==> config.mk <==
export PLATFORM = sky130hd
export DESIGN_NAME = pipe_skid_stage
export DESIGN_NICKNAME = d
export VERILOG_FILES = /design/src/rtl/pipe_skid_stage_pkg.sv /design/src/rtl/pipe_skid_stage_sat_counter.sv /design/src/rtl/pipe_skid_stage.sv
export SDC_FILE = /design/constraint.sdc
export NUM_CORES = 1
export LEC_CHECK = 0
export ABC_AREA = 1
export CAP_MARGIN = 25
export CELL_PAD_IN_SITES_DETAIL_PLACEMENT = 1
export CELL_PAD_IN_SITES_GLOBAL_PLACEMENT = 2
export CORE_ASPECT_RATIO = 1.4
export CORE_MARGIN = 4
export CORE_UTILIZATION = 32
export CTS_CLUSTER_SIZE = 16
export DETAILED_ROUTE_END_ITERATION = 16
export PLACE_DENSITY_LB_ADDON = 0.1
export RECOVER_POWER = 100
export SETUP_SLACK_MARGIN = 0.2
export SKIP_CTS_REPAIR_TIMING = 1
export SYNTH_ARGS = -nofsm -noshare
export SYNTH_HDL_FRONTEND = slang
export SYNTH_SLANG_ARGS = --single-unit
==> constraint.sdc <==
create_clock -name clk -period 4.2 [get_ports clk]
set_clock_uncertainty 0.2 [all_clocks]
set_input_delay 0.63 -clock clk [delete_from_list [all_inputs] [get_ports clk]]
set_output_delay 0.63 -clock clk [all_outputs]
set_load 0.02 [all_outputs]
==> src/rtl/pipe_skid_stage_pkg.sv <==
// Shared definitions for skid-buffered pipeline stages: state encoding,
// default bubble payload and an occupancy decode helper.
package pipe_skid_stage_pkg;

  typedef enum logic [1:0] {
    ST_EMPTY = 2'd0,
    ST_FULL  = 2'd1,
    ST_SKID  = 2'd2
  } state_e;

  // Default payload width and bubble (NOP) payload shared by all stage instances
  localparam int unsigned STAGE_DATA_W = 32;
  localparam logic [STAGE_DATA_W-1:0] NOP_PAYLOAD = '0;

  // Number of live entries held in a given state
  function automatic logic [1:0] occ_of(state_e s);
    case (s)
      ST_FULL: occ_of = 2'd1;
      ST_SKID: occ_of = 2'd2;
      default: occ_of = 2'd0;
    endcase
  endfunction

endpackage

==> src/rtl/pipe_skid_stage_sat_counter.sv <==
// Saturating up-counter with synchronous clear; clear wins over increment.
module sat_counter #(
  parameter int unsigned W = 16
) (
  input  logic         clk,
  input  logic         rst_n,
  input  logic         inc,
  input  logic         clr,
  output logic [W-1:0] cnt
);

  logic [W-1:0] cnt_q;
  logic [W-1:0] cnt_d;

  // Next count: clear, else increment unless already at all-ones
  always_comb begin
    cnt_d = cnt_q;
    if (clr)                   cnt_d = '0;
    else if (inc && cnt_q != '1) cnt_d = cnt_q + 1'b1;
  end

  // Count register
  always_ff @(posedge clk or negedge rst_n) begin
    if (!rst_n) cnt_q <= '0;
    else        cnt_q <= cnt_d;
  end

  assign cnt = cnt_q;

endmodule

==> src/rtl/pipe_skid_stage.sv <==
// Two-entry skid-buffered pipeline stage. in_ready is decoded purely from
// the state register so no combinational path runs from out_ready back to
// in_ready; the skid register absorbs the one payload accepted while the
// downstream stalls. flush returns the stage to a clean bubble.
module pipe_skid_stage
  import pipe_skid_stage_pkg::*;
#(
  parameter int unsigned        DATA_W   = 32,
  parameter logic [DATA_W-1:0]  NOP_DATA = DATA_W'(NOP_PAYLOAD),
  parameter int unsigned        CNT_W    = 16
) (
  input  logic              clk,
  input  logic              rst_n,
  input  logic              in_valid,
  output logic              in_ready,
  input  logic [DATA_W-1:0] in_data,
  output logic              out_valid,
  input  logic              out_ready,
  output logic [DATA_W-1:0] out_data,
  input  logic              flush,
  input  logic              cnt_clr,
  output logic [1:0]        occupancy,
  output logic [CNT_W-1:0]  bubble_cnt
);

  state_e            state_q;
  logic [DATA_W-1:0] main_q;
  logic [DATA_W-1:0] skid_q;
  logic              in_fire;
  logic              out_fire;

  assign in_ready  = (state_q != ST_SKID);
  assign out_valid = (state_q != ST_EMPTY);
  assign occupancy = occ_of(state_q);
  assign out_data  = main_q;

  assign in_fire  = in_valid & in_ready;
  assign out_fire = out_valid & out_ready;

  // Stage FSM with main/skid payload registers; main is reloaded with the
  // bubble whenever the stage drains so out_data reads NOP while empty
  always_ff @(posedge clk or negedge rst_n) begin
    if (!rst_n) begin
      state_q <= ST_EMPTY;
      main_q  <= NOP_DATA;
      skid_q  <= NOP_DATA;
    end else if (flush) begin
      state_q <= ST_EMPTY;
      main_q  <= NOP_DATA;
      skid_q  <= NOP_DATA;
    end else begin
      case (state_q)
        ST_EMPTY: begin
          if (in_fire) begin
            main_q  <= in_data;
            state_q <= ST_FULL;
          end
        end
        ST_FULL: begin
          if (in_fire && out_fire) begin
            main_q <= in_data;
          end else if (in_fire) begin
            skid_q  <= in_data;
            state_q <= ST_SKID;
          end else if (out_fire) begin
            main_q  <= NOP_DATA;
            state_q <= ST_EMPTY;
          end
        end
        ST_SKID: begin
          if (out_fire) begin
            main_q  <= skid_q;
            skid_q  <= NOP_DATA;
            state_q <= ST_FULL;
          end
        end
        default: begin
          state_q <= ST_EMPTY;
          main_q  <= NOP_DATA;
          skid_q  <= NOP_DATA;
        end
      endcase
    end
  end

  // Starvation counter: downstream ready but nothing to give it
  sat_counter #(.W(CNT_W)) u_bubble_cnt (
    .clk   (clk),
    .rst_n (rst_n),
    .inc   (out_ready & ~out_valid),
    .clr   (cnt_clr),
    .cnt   (bubble_cnt)
  );

endmodule

==> results.json <==
{
  "first_pass_iters": 6,
  "ys_warn_count": 0,
  "cts_buffer_depth": 2,
  "drt_iter0_markers": 114,
  "ys.flop_type": "dfrtp_1",
  "yosys.cell_types.count": 27,
  "wl_um": 13700,
  "yosysSeqAreaShare_pct": 46.4,
  "crit_arrival_ps": 3330,
  "setup_viol": 0,
  "area_growth_syn_to_layout_pct": 27.5,
  "critPathCaptureType": "flip-flop",
  "clock_latency_ps": 340,
  "p_sw_mw": 0.906,
  "p_comb_share_pct": 31.0,
  "grt_pass1_vias": 4547,
  "fp.dieW_um": 107,
  "die_y_um": 147,
  "grt_max_degree": 65,
  "layout.nets": 659,
  "min_path_type": "reg2reg",
  "start_kind": "input pin",
  "grt_setup_unrepaired": "false",
  "port_buffers": 89,
  "max-slew-margin-rel_pct": -50.8,
  "drv_slew": 38,
  "holdWs_ps": 302,
  "grt-ovfl-total": 0,
  "hold_viol": 0,
  "period_share_pct": 77.7,
  "violations": "capacitance limit, slew limit",
  "drv_cap": 1,
  "p_per_area_mw_per_mm2": 459,
  "ios": 90,
  "cts_root_buf": "clkbuf_16",
  "drive_gt1_share_pct": 6.26,
  "synth_top_area_cell": "dfrtp_1",
  "viasPerCell": 5.18,
  "grt_antenna_before_repair": 0,
  "period_needed_ps": 3260,
  "dp_cells": 791,
  "initial_core_util_pct": 32.9,
  "mappedNetlistArea_mm2": 0.00442,
  "p_int_mw": 1.68,
  "critPathRequiredTime_ps": 4270,
  "async_reset_ff_share_pct": 100,
  "drcViolationCount": 0,
  "synth_nets": 587,
  "dieArea_mm2": 0.0158,
  "synth_edf_count": 0,
  "postSynthCellCount": 548,
  "fin_ws_ps": 939,
  "ir_worst_vdd_v": 0.000168,
  "seqPwrFrac_pct": 38.0,
  "grt_pass1_wl_um": 23200,
  "grt_use_total_pct": 18.3,
  "avgRoutedWirePerCell_um": 17.1,
  "cp_max_fo": 34,
  "route.vias.total": 4169,
  "p_clk_share_pct": 31.0,
  "dp_hpwl_um": 9390,
  "antennaDiodeCount": 0,
  "core-area_mm2": 0.0135,
  "synth_seq_cells": 82,
  "synth_area_leaders": "dfrtp_1 (46%), nand2_1 (12%), nand4_1 (6.5%), o21ai_0 (6.5%), nand3_1 (4.9%)",
  "numCtsBuffers": 9,
  "synth.avg_cell_area_um2": 8.06,
  "rows": 50,
  "htreeDepth": 3,
  "setup_tns_ps": 0,
  "cts_tree": "done",
  "p_sw_share_pct": 35.1,
  "stdcell_count": 805,
  "leakage_nw": 2.62,
  "worstMarginPinSlew_ps": 2260,
  "critPathKind": "in2reg",
  "final_antenna_net_count": 0,
  "max_freq_mhz": 307,
  "status": "finished, violations left",
  "gp_congestion": 0.786,
  "cts.sinks": 82,
  "synth_top_area_share_pct": 46.4,
  "clkSlewWorstSetupHoldPaths_ps": 60,
  "dp_slack_ps": 1090
}
[flip-flops by register name (all words and copies together), names as in the netlist]
register          flops
out_data             32
skid_q               32
state_q               2
u_bubble_cnt.cnt     16
[cells by family after synthesis]
logic type	share of synthesized area, %
flip-flops	46.4
adder cells (fa/ha/maj)	0.283
XOR/XNOR	0.793
AO/OA/AOI/OAI	13.2
buffers and inverters	9.34
AND/OR/NAND/NOR	30.0
[metal layers]
layer | wire length, µm | vias to the layer above | GRT usage (%)
met5 | 0 | - | 0
li1 | - | 1982 | -
met1 | 5750 | 2096 | 21.9
met2 | 7350 | 75 | 33.5
met4 | 209 | 0 | 5.37
met3 | 437 | 16 | 2.90
[power by group through the flow]
| stage | sequential, mW | clock, mW | combinational [mW] |
|---|---|---|---|
| 2_1_floorplan | 1.08 | 0 | 0.435 |
| 3_3_place_gp | 1.00 | 0 | 0.850 |
| 3_5_place_dp | 1.00 | 0 | 0.862 |
| 4_1_cts | 0.990 | 0.823 | 0.867 |
| 5_1_grt | 0.999 | 0.860 | 0.888 |
| 6_report | 0.983 | 0.802 | 0.800 |
[cells in the final DEF (no fill, tap or decap), types with 2 or more instances in the layout]
| cell type | Yosys | final |
|---|---|---|
| or2_2 | 2 | 2 |
| nor2_8 | 2 | 2 |
| o211ai_1 | 15 | 15 |
| clkbuf_16 | 0 | 9 |
| nand2_2 | 5 | 3 |
| clkbuf_8 | 0 | 2 |
| inv_1 | 44 | 45 |
| o21ai_1 | 29 | 2 |
| nor2_1 | 20 | 22 |
| nand4_1 | 46 | 46 |
| clkdlybuf4s50_1 | 0 | 37 |
| xor2_1 | 4 | 4 |
| o21bai_1 | 4 | 4 |
| nand3_1 | 43 | 44 |
| nand2_1 | 143 | 145 |
| buf_4 | 1 | 5 |
| o21ai_0 | 57 | 84 |
| nor2_4 | 5 | 3 |
| clkinv_2 | 0 | 2 |
| nor3_4 | 2 | 2 |
| dlygate4sd3_1 | 0 | 51 |
| inv_2 | 4 | 2 |
| dfrtp_1 | 82 | 82 |
[synth_stat cells (6+ instances only)]
master	number
buf_2	6
buf_6	12
clkbuf_1	14
dfrtp_1	82
inv_1	44
nand2_1	143
nand3_1	43
nand4_1	46
nor2_1	20
o211ai_1	15
o21ai_0	57
o21ai_1	29
[per-stage QoR]
step | power (mW) | utilization, % | cell area (µm²)
after detailed placement | 1.86 | 40.0 | 5380
final | 2.59 | 41.9 | 5640
after global routing | 2.75 | 41.9 | 5640
after global placement | 1.85 | 39.8 | 5350
after floorplan | 1.52 | - | 4420
after CTS | 2.68 | 42.1 | 5670
[cell type report]
cell class                 instances  area, µm²
clock inverter                     3       40.0
sequential                        82       2050
clock buffer                      11        253
fill                            1605       7810
multi-input combinational        383       1930
tap                              182        228
inverter                          48        180
timing repair buffer              96        955
[critical path, stage by stage]
cell	delay [ps]
clkdlybuf4s50_1	490
inv_1	920
nand3_1	270
nand2_1	200
clkbuf_2	530
o21ai_0	170
nand2_1	110
[worst paths after layout]
check	start	to	slack, ps	cells past startpoint
setup / recovery	flush	out_data[1]	940	7
hold / removal	out_data[8]	out_data[8]	300	2
setup reg to reg	state_q[0]	u_bubble_cnt.cnt[8]	1090	6
hold reg to reg	out_data[8]	out_data[8]	300	2
max in group asynchronous	rst_n	skid_q[20]	1740	1
min in group asynchronous	rst_n	out_data[1]	760	1
Power figures use the tool's default switching activity.
==> RTL edit 1, RTL diff (same flow settings) <==
Set the parameter `DATA_W` to 36 (it was 32).
--- a/src/rtl/pipe_skid_stage.sv
+++ b/src/rtl/pipe_skid_stage.sv
@@ -5,7 +5,7 @@
 module pipe_skid_stage
   import pipe_skid_stage_pkg::*;
 #(
-  parameter int unsigned        DATA_W   = 32,
+  parameter int unsigned        DATA_W   = 36,
   parameter logic [DATA_W-1:0]  NOP_DATA = DATA_W'(NOP_PAYLOAD),
   parameter int unsigned        CNT_W    = 16
 ) (
Interface: changed (resized in_data and out_data); port bits go from 90 to 98. The function was not compared with the original's and may differ.
==> RTL edit 1 against the unedited design <==
  * The run still ends with max-capacitance violations, max-slew violations left
  * First-iteration DRC count up 130%
  * Final area up 8.0%
  * Wire length up 14%
  * Die area up 10%
  * Sequential cell count up 8
  * Synthesized area up 11%
  * Sequential power down 2.5%
  * Critical path depth down 3
  * Worst setup slack worse by 0.10 ns
  * Core utilization down 1.5 points
  * Total power down 16%
  * Count of clock-buffer cells in the layout up 1
  * Critical path type is now reg -> out
==> RTL edit 1: results (changes against the unedited design) <==
[status]
status=complete, but fails checks  ; unchanged
violations=max-capacitance violations, max-slew violations  ; unchanged

[placement]
gp_congestion=0.768  ; was 0.786
pre_cts_ws_ns=0.987  ; was 1.09 ns
port_buffers=97  ; was 89

[timing]
whs_ns=0.280  ; was 0.302 ns
tightest_slew_ns=2.01  ; was 2.26 ns
finalMaxSlewViolations=51  ; was 38

[yosys]
syn-num-nets=677  ; was 587
synthXorXnorAreaFrac_pct=0.714  ; was 0.793%
synth.avg_cell_area_um2=7.74  ; was 8.06 um2
synthAdderAreaFrac_pct=0.255  ; was 0.283%
synth_compound_area_share_pct=10.9  ; was 13.2%

[worst_setup_path]
arrival_ns=2.53  ; was 3.33 ns
slowest_stage=dlygate4sd3_1  ; was inv_1
crit_path_start=state_q[1]  ; was flush
slowest_delay_ns=0.75  ; was 0.92 ns

[detailed_routing]
totalWireLength_um=15600  ; was 13700 um
drt_iter0_markers=258  ; was 114
wl_met1_um=6970  ; was 5750 um
drt_first_pass_iters=4  ; was 6
wl_met2_um=7730  ; was 7350 um

[global_route]
grt_util_met3_pct=3.84  ; was 2.90%
grt_pass1_wl_um=26000  ; was 23200 um
grt_pass1_vias=4931  ; was 4547

[cells_and_area]
multi_input_area_share_pct=36.0  ; was 34.2%
clock_buffers=12  ; was 11
inverters=20  ; was 48
clock_cell_area_share_pct=4.79  ; was 5.19%
num-multi-input-gates=483  ; was 383
fillers=1832  ; was 1605
final_net_count=752  ; was 659

[run]
maxCapViolations=2  ; was 1

[power]
peakVddDrop_uv=184  ; was 168 uV

## RTL edit 1: changes by cell type in the layout (fill, tap and decap cells not counted), moves of 6 or more
cell,delta
nand2_1,+101
nand3_1,+58
nand4_1,-34
inv_1,-30
o211ai_1,-15
o21ai_0,-14
dfrtp_1,+8
dlygate4sd3_1,+6
## RTL edit 1: power groups by stage
stage	clock network [uW]	logic [uW]	registers (uW)
floorplan	0	218	1020
global placement	0	446	976
detailed placement	0	455	976
CTS	823	456	960
global route	873	456	965
finish	801	410	958
## RTL edit 1: final timing paths
path,end,slack (ns),cells past startpoint
max,occupancy[0],0.84,4
min in group asynchronous,out_data[8],0.66,1
max reg2reg,u_bubble_cnt.cnt[3],0.96,8
min reg2reg,out_data[4],0.28,2
max in group asynchronous,skid_q[26],1.17,3
min,out_data[4],0.28,2
==> RTL edit 2, RTL diff (same settings) <==
Without the edit above. Make the reset (`rst_n`) synchronous in 2 clocked blocks.
--- a/src/rtl/pipe_skid_stage_sat_counter.sv
+++ b/src/rtl/pipe_skid_stage_sat_counter.sv
@@ -20,7 +20,7 @@
   end
 
   // Count register
-  always_ff @(posedge clk or negedge rst_n) begin
+  always_ff @(posedge clk) begin
     if (!rst_n) cnt_q <= '0;
     else        cnt_q <= cnt_d;
   end
--- a/src/rtl/pipe_skid_stage.sv
+++ b/src/rtl/pipe_skid_stage.sv
@@ -39,7 +39,7 @@
 
   // Stage FSM with main/skid payload registers; main is reloaded with the
   // bubble whenever the stage drains so out_data reads NOP while empty
-  always_ff @(posedge clk or negedge rst_n) begin
+  always_ff @(posedge clk) begin
     if (!rst_n) begin
       state_q <= ST_EMPTY;
       main_q  <= NOP_DATA;
Check against the original RTL: differs if rst_n is asserted again (counterexample within 4 cycles, from zero or initial values and one cycle with rst_n low); with rst_n held inactive, the same outputs for 4 cycles.
==> RTL edit 2 against the unedited design <==
  * The run still ends with max-capacitance violations, max-slew violations left
  * Hold slack got worse by 0.039 ns
  * First-iteration DRC count unchanged
  * Synthesized area shrank 11%
  * Register-to-register slack got worse by 0.36 ns
  * Sequential cell count stayed put
  * Sequential share of layout area down 4.6 points
  * Via count shrank 2.5%
  * Critical path depth down 3
  * Final area decreased by 8.4%
  * Cell count stayed put
  * Wire length is 7.3% lower
  * Worst setup slack got worse by 0.51 ns
  * Critical endpoint is now in_ready
  * Highest routed layer unchanged
Power is not compared: it rests on default switching activity, and its combinational part moved more than twofold at a synthesized area within 25%.
==> RTL edit 2: results (changes against the unedited design) <==
[clocking]
cts-root-buf=clkbuf_16  ; unchanged
clk_pin_slew_ns=0.06  ; about the same
insertion_delay_ns=0.34  ; about the same
h-tree-depth=3  ; unchanged
cts_made_buffers=9  ; unchanged
cts.path.max_buffers=2  ; unchanged

[power]
leakage_uw=0.00207
peakVddDrop_uv=206

[global_route]
grt_use_total_pct=18.4  ; was 18.3%
grt_max_degree=41  ; was 65
antenna_found_initial=0  ; unchanged
grt_pass1_vias=4192  ; was 4547
grt_pass1_wl_um=20900  ; was 23200 um

[hold_path]
hp-class=reg -> reg  ; unchanged

[detailed_routing]
totalWireLength_um=12700  ; was 13700 um
drt_first_pass_iters=4  ; was 6
num_vias=4066  ; was 4169
drt_iter0_markers=114  ; unchanged

[yosys]
synth_flop_cell=dfxtp_1  ; was dfrtp_1
syn-num-nets=621  ; was 587
ys_seq_area_share_pct=41.6  ; was 46.4%
ys_types=29  ; was 27
ys_warn_count=0  ; unchanged
synth_area_leaders=dfxtp_1, nand2_1, nor2_1, a21oi_1, nand3_1  ; was dfrtp_1, nand2_1, nand4_1, o21ai_0, nand3_1
ys_async_sr_fraction_pct=0  ; was 100%
synth_top_cells_by_count=nand2_1, dfxtp_1, nor2_1  ; was nand2_1, dfrtp_1, o21ai_0

[timing]
tightest_slew_ns=1.58  ; was 2.26 ns
finalMaxSlewViolations=69  ; was 38

[status]
violations=max-capacitance violations, max-slew violations  ; unchanged
status=complete, but fails checks  ; unchanged

[worst_setup_path]
crit_fanout=26  ; was 34
arrival_ns=2.94  ; was 3.33 ns

[cells_and_area]
fillers=1548  ; was 1605
antenna-diode-count=0  ; unchanged
drive_gt1_share_pct=4.86  ; was 6.26%
final_net_count=692  ; was 659

[placement]
port_buffers=89  ; unchanged
dp_hpwl_um=8700  ; was 9390 um
gp_congestion=0.754  ; was 0.786

[run]
maxCapViolations=2  ; was 1

-- RTL edit 2: changes by cell type after synthesis, moves of 7 or more --
cell,change
buf_6,-7
o21ai_0,-28
a21oi_1,+58
inv_1,-9
a211oi_1,+9
nand3_1,-11
nor2_1,+59
dfxtp_1,+82
nand4_1,-40
dfrtp_1,-82
nand2_1,+31
o21ai_1,-24
-- RTL edit 2: cell type report --
type / count / area [um2] / area share, %
clock buffer: 9 / 225 / 4.36
clock inverter: 7 / 101 / 1.96
inverter: 40 / 150 / 2.91
multi-input combinational: 427 / 1940 / 37.7
sequential: 82 / 1640 / 31.8
tap: 147 / 184 / 3.56
timing repair buffer: 93 / 915 / 17.7
-- RTL edit 2: power by group --
part / internal, uW / switching [uW] / total [uW]
combinational: 84.0 / 131 / 215
clock: 525 / 349 / 874
sequential: 798 / 12.7 / 810
-- RTL edit 2: logic make-up (layout without fill, tap and decap cells) --
| group | after synthesis | after routing | share of synthesized area, % |
|---|---|---|---|
| buffers and inverters | 73 | 149 | 8.72 |
| xor gates and xnor gates | 6 | 6 | 1.33 |
| and+or+nand+nor | 304 | 304 | 31.5 |
| adders and majority gates | 1 | 1 | 0.317 |
| DFF | 82 | 82 | 41.6 |
| AOI/OAI and AO/OA | 116 | 116 | 16.5 |
-- RTL edit 2: path summary, 6_finish.rpt --
| path | from | to | slack, ns | depth (start not counted) |
|---|---|---|---|---|
| min | out_data[21] | out_data[21] | 0.26 | 2 |
| min reg2reg | out_data[21] | out_data[21] | 0.26 | 2 |
| max reg2reg | state_q[0] | out_data[28] | 0.73 | 6 |
| max | state_q[1] | in_ready | 0.43 | 4 |
-- RTL edit 2: worst max-delay path, stage by stage, from the launching register on --
cell and delay [ns]:
dfxtp_1 0.42, inv_1 0.45, nor2_4 0.73, inv_1 0.36
clkdlybuf4s50_1 0.63
-- RTL edit 2: through the flow --
step	cell area (um2)	worst slack [ns]	hold WS (ns)	util [%]	instances
floorplan	3950	2.37	0.255	-	582
CTS	5180	0.726	0.271	43.4	805
finish	5160	0.430	0.263	43.2	805
global placement	4860	1.07	0.254	40.7	789
global route	5160	0.328	0.283	43.2	805
detailed placement	4860	0.986	0.261	40.7	789
-- RTL edit 2: routing by layer --
layer / share of wire [%] / wire, um / track usage [%]
met2: 53 / 6690 / 33.6
met3: 3.6 / 462 / 2.55
met1: 43 / 5450 / 21.9
met4: 1.1 / 138 / 5.32
met5: 0 / 0 / 0
